==> src/rtl/inverse_low_pass_filter_pkg.sv <==
// Shared types and constants for the inverse low-pass filter and its helpers.
package filter_pkg;

  localparam int W_DEF = 20;
  localparam int K_W   = 4;

  typedef enum logic [1:0] {
    ST_IDLE    = 2'd0,
    ST_CAPTURE = 2'd1,
    ST_COMPUTE = 2'd2,
    ST_OUTPUT  = 2'd3
  } state_t;

  function automatic longint sat_max(input int w);
    return (longint'(1) <<< (w - 1)) - 1;
  endfunction

  function automatic longint sat_min(input int w);
    return -(longint'(1) <<< (w - 1));
  endfunction

  localparam longint SAT_MAX = sat_max(W_DEF);
  localparam longint SAT_MIN = sat_min(W_DEF);

endpackage

==> src/rtl/inverse_low_pass_filter_strobe_sync.sv <==
// Multi-stage synchroniser for an asynchronous strobe, followed by a
// rising-edge detector producing a one-cycle pulse in the clk domain.
module strobe_sync #(
  parameter int SYNC_STAGES = 2
) (
  input  logic clk,
  input  logic rst_n,
  input  logic i_async,
  output logic o_edge
);

  logic [SYNC_STAGES-1:0] r_sync;
  logic                   r_old;

  always_ff @(posedge clk or negedge rst_n) begin
    if (!rst_n) begin
      r_sync <= '0;
      r_old  <= 1'b0;
    end else begin
      r_sync <= {r_sync[SYNC_STAGES-2:0], i_async};
      r_old  <= r_sync[SYNC_STAGES-1];
    end
  end

  assign o_edge = r_sync[SYNC_STAGES-1] & ~r_old;

endmodule

==> src/rtl/inverse_low_pass_filter.sv <==
// Undoes a first-order IIR low-pass: x[n] = (y[n] - y[n-1] + (y[n-1]>>>k)) <<< k,
// clipped to W bits, one result per accepted clk_in rising edge.
module inverse_low_pass_filter
  import filter_pkg::*;
#(
  parameter int W           = W_DEF,
  parameter int SYNC_STAGES = 2
) (
  input  logic                qzt_clk,
  input  logic                rst_n,
  input  logic                clk_in,
  input  logic [K_W-1:0]      k,
  input  logic signed [W-1:0] Vin,
  output logic signed [W-1:0] Vout,
  output logic                Vout_valid,
  output logic                sat,
  output logic                overrun
);

  localparam int PW = W + 17;
  localparam logic signed [PW-1:0] L_MAX = PW'(sat_max(W));
  localparam logic signed [PW-1:0] L_MIN = PW'(sat_min(W));

  state_t              r_state;
  state_t              w_next;
  logic                w_edge;
  logic signed [W-1:0] r_y_cur;
  logic signed [W-1:0] r_y_prev;
  logic [K_W-1:0]      r_k_lat;

  logic signed [W-1:0]  w_y_shr;
  logic signed [W:0]    w_d;
  logic signed [W+1:0]  w_t;
  logic signed [PW-1:0] w_p;
  logic                 w_hi;
  logic                 w_lo;
  logic signed [W-1:0]  w_clip;

  strobe_sync #(.SYNC_STAGES(SYNC_STAGES)) u_sync (
    .clk     (qzt_clk),
    .rst_n   (rst_n),
    .i_async (clk_in),
    .o_edge  (w_edge)
  );

  // Full-precision datapath; widths chosen so nothing wraps before the clip.
  assign w_y_shr = r_y_prev >>> r_k_lat;
  assign w_d     = (W+1)'(r_y_cur) - (W+1)'(r_y_prev);
  assign w_t     = (W+2)'(w_d) + (W+2)'(w_y_shr);
  assign w_p     = PW'(w_t) <<< r_k_lat;
  assign w_hi    = (w_p > L_MAX);
  assign w_lo    = (w_p < L_MIN);
  assign w_clip  = w_hi ? L_MAX[W-1:0] : (w_lo ? L_MIN[W-1:0] : w_p[W-1:0]);

  always_comb begin
    w_next = r_state;
    case (r_state)
      ST_IDLE:    if (w_edge) w_next = ST_CAPTURE;
      ST_CAPTURE: w_next = ST_COMPUTE;
      ST_COMPUTE: w_next = ST_OUTPUT;
      ST_OUTPUT:  w_next = ST_IDLE;
      default:    w_next = ST_IDLE;
    endcase
  end

  always_ff @(posedge qzt_clk or negedge rst_n) begin
    if (!rst_n) begin
      r_state    <= ST_IDLE;
      r_y_cur    <= '0;
      r_y_prev   <= '0;
      r_k_lat    <= '0;
      Vout       <= '0;
      Vout_valid <= 1'b0;
      sat        <= 1'b0;
      overrun    <= 1'b0;
    end else begin
      r_state    <= w_next;
      Vout_valid <= (r_state == ST_COMPUTE);
      if (w_edge && (r_state != ST_IDLE)) overrun <= 1'b1;
      case (r_state)
        ST_CAPTURE: begin
          r_y_cur <= Vin;
          r_k_lat <= k;
        end
        // Result lands as the FSM enters OUTPUT, so Vout_valid and Vout
        // are visible together three cycles after the edge.
        ST_COMPUTE: begin
          Vout <= w_clip;
          sat  <= w_hi | w_lo;
        end
        ST_OUTPUT: r_y_prev <= r_y_cur;
        default: ;
      endcase
    end
  end

endmodule

==> config.mk <==
export PLATFORM = sky130hd
export DESIGN_NAME = inverse_low_pass_filter
export DESIGN_NICKNAME = d
export VERILOG_FILES = /design/src/rtl/inverse_low_pass_filter_pkg.sv /design/src/rtl/inverse_low_pass_filter_strobe_sync.sv /design/src/rtl/inverse_low_pass_filter.sv
export SDC_FILE = /design/constraint.sdc
export NUM_CORES = 1
export LEC_CHECK = 0
export BUFFER_PORTS_ARGS = -buffer_cell sky130_fd_sc_hd__buf_4
export CORE_MARGIN = 3
export CORE_UTILIZATION = 45
export CTS_BUF_LIST = sky130_fd_sc_hd__clkbuf_4 sky130_fd_sc_hd__clkbuf_8 sky130_fd_sc_hd__clkbuf_16
export CTS_CLUSTER_DIAMETER = 40
export CTS_CLUSTER_SIZE = 10
export DETAILED_ROUTE_END_ITERATION = 6
export PLACE_DENSITY = 0.6
export SLEW_MARGIN = 15
export SYNTH_ARGS = -nofsm -noshare
export SYNTH_HDL_FRONTEND = slang
export SYNTH_HIERARCHICAL = 1
export SYNTH_SLANG_ARGS = --single-unit
==> constraint.sdc <==
create_clock -name qzt_clk -period 7.57 [get_ports qzt_clk]
set_input_delay 1.514 -clock qzt_clk [delete_from_list [all_inputs] [get_ports qzt_clk]]
set_output_delay 1.514 -clock qzt_clk [all_outputs]
set_load 0.01 [all_outputs]
-- Word level (Yosys, flattened, before mapping)
Cells that the tools add are included.
- register bits: 72
- input port bits: 27
- output and inout bits: 23
- logic and storage cells: 30
- $add $sub $neg: 2
- magnitude comparators: 2
- eq/ne operators: 4
- shifts and indexed selects: 2
- muxes and demuxes: 4
- bitwise operators: 3
- reductions and logical operators: 3
- operators with widths (cell ; number):
    2-to-1 mux 20 bit ; 2
    greater-than comparator 37 x 20 -> 1 bit, second input constant ; 1
    < comparator 37 x 20 -> 1 bit, second input constant ; 1
    <<< shifter 22 x 4 -> 37 bit ; 1
    adder 21 x 20 -> 22 bit ; 1
    subtractor 20 x 20 -> 21 bit ; 1
    >>> shifter 20 x 4 -> 20 bit ; 1
    case mux 2 bit (4 select lines) ; 1
    equality test 2 bit, second input constant ; 2
    equality test 2 x 1 -> 1 bit, second input constant ; 1
    zero test 2 bit ; 1
    2-to-1 mux 2 bit ; 1
    inequality test 2 bit, second input constant ; 1
    nonzero test 2 bit ; 1
    AND 1 bit ; 1
    logical AND 1 bit ; 1
    inverter 1 bit ; 1
    bitwise OR 1 bit ; 1

-- Logic depth before layout (Yosys ltp)
- word-level depth: 6
- gate-level depth with buffers: 30
- mapped depth without buffers: 22

-- Modules after synthesis
Netlist, hierarchy kept.
- by module, submodules not included (module ; instances ; cells an instance ; area each (µm²) ; sequential area each (µm²)):
    inverse_low_pass_filter ; 1 ; 846 ; 6981.7 ; 1726.7
    strobe_sync ; 1 ; 4 ; 88.8 ; 75.1

-- Worst setup path after synthesis
No wires, ideal clock.
- kind: register to register
- start point: reg r_k_lat[1]
- end point: reg Vout[15]
- library setup time: 0.132 ns
- arrival: 6.627 ns
- required time: 7.438 ns
- setup slack: 0.811 ns
- stages on the path, launching flop included: 26
- buffers on the path: 8
- period minus slack after synthesis: 6.759 ns
- path through: dfrtp_1 > clkbuf_1 > clkbuf_1 > buf_1 > clkbuf_1 > buf_1 > buf_1 > mux4_2 > nand2_1 > o21ai_0 > o21a_1 > fa_1 > ha_1 > a21oi_1 > or4_1 > and3_1 > buf_2 > nand3b_1 > mux2i_1 > nor4_4 > mux2i_1 > o32a_1 > o32a_1 > o41ai_2 > buf_4 > o22ai_2
- cells in the longest elaborated chain, start to end: 6
- elaborated cells on any way between the ends: 7
- classes of those cells: add/sub (1); order compare (2); shift (2); mux (2)
- RTL lines (item ; RTL line ; RTL):
    start, declared ; inverse_low_pass_filter.sv:29 ; logic [K_W-1:0] r_k_lat;
    start signal, assigned ; inverse_low_pass_filter.sv:83 ; r_k_lat <= k;
    >>> shifter 20 x 4 -> 20 bit ; inverse_low_pass_filter.sv:47 ; assign w_y_shr = r_y_prev >>> r_k_lat;
    adder 21 x 20 -> 22 bit ; inverse_low_pass_filter.sv:49 ; assign w_t = (W+2)'(w_d) + (W+2)'(w_y_shr);
    <<< shifter 22 x 4 -> 37 bit * ; inverse_low_pass_filter.sv:50 ; assign w_p = PW'(w_t) <<< r_k_lat;
    < comparator 37 x 20 -> 1 bit ; inverse_low_pass_filter.sv:52 ; assign w_lo = (w_p < L_MIN);
    2-to-1 mux 20 bit ; inverse_low_pass_filter.sv:53 ; assign w_clip = w_hi ? L_MAX[W-1:0] : (w_lo ? L_MIN[W-1:0] : w_p[W-1:0]);
    2-to-1 mux 20 bit * ; inverse_low_pass_filter.sv:53 ;
    end signal, assigned ; inverse_low_pass_filter.sv:88 ; Vout <= w_clip;
    end, declared ; inverse_low_pass_filter.sv:14 ; output logic signed [W-1:0] Vout,
Every way passes the cells marked *; elsewhere a longest branch is shown, timed or not.
A chain may end at the register's enable or synchronous reset.

-- Final worst setup path
- start point: reg r_k_lat[2]
- end point: reg Vout[1]
Same word-level chain as after synthesis.

==> out/qor_table.md <==
| Stage | Result | This run |
| --- | --- | --- |
| run status | Result of the run | complete, no violations |
| critical path | Largest driver fanout on the critical path | 18 |
| detailed routing | Count of vias placed by the detailed router | 6518 |
| synthesis | Average instance area after synthesis | 8.32 um^2 |
| clocking | Number of buffers between clock root and the deepest sink | 2 |
| hold path | Worst Min Path Start | u_sync/r_sync[0] |
| sta | Period utilisation layout | 89.3% |
| critical path | Buf/Inv on CP | 2 |
| floorplan | Standard cell core area | 0.0153 mm^2 |
| critical path | Critical Path AT | 7.00 ns |
| clocking | H-tree depth | 3 |
| sta | Worst setup slack after layout | 0.812 ns |
| synthesis | Share of cell area taken by muxes after synthesis | 13.6% |
| critical path | Cell with the largest stage delay on the worst path | sky130_fd_sc_hd__mux4_2 |
| global routing | Largest net degree at the start of global routing | 73 |
| placement | Post-DP HPWL | 16000 um |
| synthesis | Seq cells post-synth | 72 |
| floorplan | Area enclosed by the die boundary | 0.0173 mm^2 |
| finish | Number of diodes | 0 |
| floorplan | I/O pin count | 50 |
| synthesis | Net count after synthesis | 924 |
| finish | Relative area change from synthesis to final layout | 11.7% |
| critical path | Number of cells traversed by the worst register-to-register path | 17 |
| clocking | Total CTS buffers | 9 |
| critical path | Launch point of the worst reg-to-reg path | r_k_lat[2] |
| global routing | Via count of the first global-routing pass | 6321 |
| clocking | Clock transition at the registers of the reported paths | 0.06 ns |
| detailed routing | DR iter-0 viols | 347 |
| placement | Port Buffers | 49 |
| synthesis | Number of flops mapped to enable cells by yosys | 0 |
| synthesis | Instance count of the mapped netlist | 850 |
| global routing | Initial antenna violation count | 0 |
| critical path | CP required | 7.82 ns |
| synthesis | Cell type contributing the most total cell area after synthesis | sky130_fd_sc_hd__dfrtp_1 |
| placement | Weighted congestion at the end of routability-driven global placement | 0.930 |
| critical path | Critical Path Max Stage Delay | 0.67 ns |
| critical path | Crit-path leading delay family | compound AO/OA/AOI/OAI gates |
| synthesis | Combinational family with the most area after synthesis | compound AO/OA/AOI/OAI gates |
| detailed routing | Via/cell ratio | 6.04 |
| hold path | Path type of the worst min-delay path | flop to flop |
| clocking | Clock root cell | sky130_fd_sc_hd__clkbuf_16 |
| synthesis | Synth top area cells | sky130_fd_sc_hd__dfrtp_1 (25%), sky130_fd_sc_hd__mux2i_1 (5.9%), sky130_fd_sc_hd__nand2_1 (5.5%), sky130_fd_sc_hd__mux2_2 (5.4%), sky130_fd_sc_hd__fa_1 (5.4%) |
| sta | Tmin final | 6.76 ns |
| global routing | Overall routing resource usage | 24.1% |
| sta | Summed negative setup slack over all endpoints | 0 ns |
| clocking | # Post-CTS Setup Buffers | 0 |
| placement | Pre-CTS setup slack | 0.880 ns |
| sta | Setup-violating endpoint count in the final report | 0 |
| clocking | Total of hold buffers inserted after clock tree synthesis | 0 |
| synthesis | Count of yosys warnings during synthesis | 6 |
| critical path | CP Cell Sequence | clkinv_1, mux4_2, fa_1, inv_1, ha_1, a21oi_1, o21ai_0, a41o_1, a21o_1, xor2_1, o22ai_1, a211oi_1, a21oi_1, a2111oi_2, nand4b_1, o31a_1, o32ai_2 |
| sta | Number of hold violations in the final report | 0 |
| detailed routing | Pre-antenna DRT Iters | 5 |
| detailed routing | Total length of routed wires | 20900 um |
| floorplan | Die width | 131 um |
| synthesis | Register area share after synthesis | 25.5% |
| global routing | Total grt overflow | 0 |
| synthesis | Share of synthesized cell area in and, or, nand and nor gates | 16.1% |
| sta | Number of pins exceeding their max-slew limit in the final report | 0 |
| finish | Final layout net count | 937 |
| floorplan | Die height | 131 um |
| sta | Measured slew at the worst slew-check pin | 1.07 ns |
| synthesis | FFs w/ async S/R, synth | 100% |
| detailed routing | ANT nets after route | 0 |
| floorplan | Site Rows | 45 |
| clocking | Clock latency on the worst-skew pair | 0.35 ns |
| synthesis | Leading register cell type out of synthesis | sky130_fd_sc_hd__dfrtp_1 |
| hold path | Endpoint of the worst hold path | u_sync/r_sync[1] |
| hold path | WHS Path Cells | 0 |
| synthesis | Post-synthesis compound-gate area fraction | 26.0% |
| detailed routing | DRC Markers | 0 |
| critical path | CP startpoint kind | flop |
| sta | RSZ-0062 raised after global routing | no |
| synthesis | Adder-Cell Fraction of Synth Area | 10.3% |
| run | Count of max-cap constraint violations | 0 |
| global routing | Wire length of the first global-routing pass | 33700 um |
| clocking | TritonCTS clock tree | yes |
| floorplan | Starting utilization of the core area | 46.2% |
| synthesis | Post-Synthesis Cell Area | 0.00707 mm^2 |
| synthesis | Number of library cell types mapped by synthesis | 74 |
| synthesis | Proportion of netlist area held by the largest area contributor | 25.5% |
| critical path | Worst r2r dst | Vout[1] |
| clocking | Resized Gates After CTS | 0 |
| clocking | Sinks on the clock net | 72 |
| critical path | CP most frequent cell | sky130_fd_sc_hd__a21oi_1 |
| sta | Final setup skew | 0.0120 ns |
| detailed routing | Routed length per instance | 19.4 um |
| critical path | Worst reg-to-reg setup slack | 0.81 ns |
| sta | Relative slew slack | 28.9% |
| critical path | Critical setup path kind | flop to flop |
| synthesis | Xor/xnor share of the synthesized area | 1.96% |
| sta | Highest achievable clock rate | 148 MHz |
| finish | Fraction of final layout cells with drive strength greater than 1 | 16.9% |
| critical path | Endpoint kind of the worst setup timing path | flop |
## registers in the layout, summed over array words and instances, names as in the netlist
name           count
Vout              20
sat                1
overrun            1
r_state            2
r_y_prev          20
u_sync/r_old       1
u_sync/r_sync      2
Vout_valid         1
r_y_cur           20
r_k_lat            4
## logic make-up (layout without fill, tap and decap cells)
kind of cell               Yosys count  after routing
DFF                                 72             72
buffers and inverters              114            132
xor gates and xnor gates            15             15
muxes                               83             83
AOI/OAI and AO/OA                  264            264
adders and majority gates           47             47
and+or+nand+nor                    255            255
## synth_stat cells (12+ instances only)
cell type,instances
sky130_fd_sc_hd__buf_1,13
sky130_fd_sc_hd__a21o_1,17
sky130_fd_sc_hd__dfrtp_1,72
sky130_fd_sc_hd__nor2_1,81
sky130_fd_sc_hd__nand2_1,104
sky130_fd_sc_hd__a211oi_1,15
sky130_fd_sc_hd__ha_1,28
sky130_fd_sc_hd__mux2_2,34
sky130_fd_sc_hd__o22ai_1,12
sky130_fd_sc_hd__o21ai_0,74
sky130_fd_sc_hd__clkbuf_1,33
sky130_fd_sc_hd__fa_1,19
sky130_fd_sc_hd__mux2i_1,42
sky130_fd_sc_hd__a21oi_1,49
sky130_fd_sc_hd__nand4_1,14
sky130_fd_sc_hd__inv_1,55
## cells in the final DEF (no fill, tap or decap), drive strengths merged, types with 17 or more instances in the layout
cell type	instances
ha	28
inv	57
nor2	81
buf	59
a211oi	17
a21oi	49
a21o	17
mux2	34
o21ai	79
mux2i	42
nand2	104
o22ai	22
fa	19
dfrtp	72
## metrics by stage
| stage | hold WS [ns] | area, um^2 | utilization [%] | instances |
|---|---|---|---|---|
| after detailed placement | 0.340 | 7550 | 49.3 | 1063 |
| after global placement | 0.342 | 7550 | 49.3 | 1063 |
| after global routing | 0.376 | 7900 | 51.6 | 1079 |
| after CTS | 0.368 | 7900 | 51.6 | 1079 |
| final | 0.365 | 7900 | 51.6 | 1079 |
| after floorplan | 0.331 | 7070 | - | 850 |
## worst max-delay path by stage
stage | from | endpoint | slack, ns | depth (start not counted)
2_1_floorplan | r_k_lat[1] | Vout[15] | 0.81 | 25
3_3_place_gp | r_k_lat[1] | Vout[0] | 0.85 | 20
3_5_place_dp | r_k_lat[1] | Vout[1] | 0.88 | 20
4_1_cts | r_k_lat[1] | Vout[1] | 0.86 | 20
5_1_grt | r_k_lat[1] | Vout[1] | 0.42 | 20
6_report | r_k_lat[2] | Vout[1] | 0.81 | 17
## worst register-to-register path, stage by stage, from the launching register on
cell,delay [ns]
sky130_fd_sc_hd__dfrtp_1,0.65
sky130_fd_sc_hd__clkinv_1,0.58
sky130_fd_sc_hd__mux4_2,0.68
sky130_fd_sc_hd__fa_1,0.54
sky130_fd_sc_hd__inv_1,0.05
sky130_fd_sc_hd__ha_1,0.37
sky130_fd_sc_hd__a21oi_1,0.24
sky130_fd_sc_hd__o21ai_0,0.20
sky130_fd_sc_hd__a41o_1,0.29
sky130_fd_sc_hd__a21o_1,0.23
sky130_fd_sc_hd__xor2_1,0.41
sky130_fd_sc_hd__o22ai_1,0.12
sky130_fd_sc_hd__a211oi_1,0.51
sky130_fd_sc_hd__a21oi_1,0.21
sky130_fd_sc_hd__a2111oi_2,0.39
sky130_fd_sc_hd__nand4b_1,0.16
sky130_fd_sc_hd__o31a_1,0.65
sky130_fd_sc_hd__o32ai_2,0.38
## routing by layer
metal  vias up  global-route usage, %  wire [um]
met4         0                   8.75        565
met3        40                   3.87        959
li1       3081                      -          -
met2       200                   39.5      10000
met5         -                      0          0
met1      3197                   32.3       9350
## cell type report
class,instances,area (um^2)
Inverter,57,214
Fill cell,1527,7420
Clock inverter,6,116
Tap cell,211,264
Sequential cell,72,1800
Clock buffer,10,233
Timing Repair Buffer,59,443
Multi-Input combinational cell,664,4820
Power is left out: the tool's default activity adds up to more than one toggle a clock period on the data nets, which glitch-free logic cannot reach.
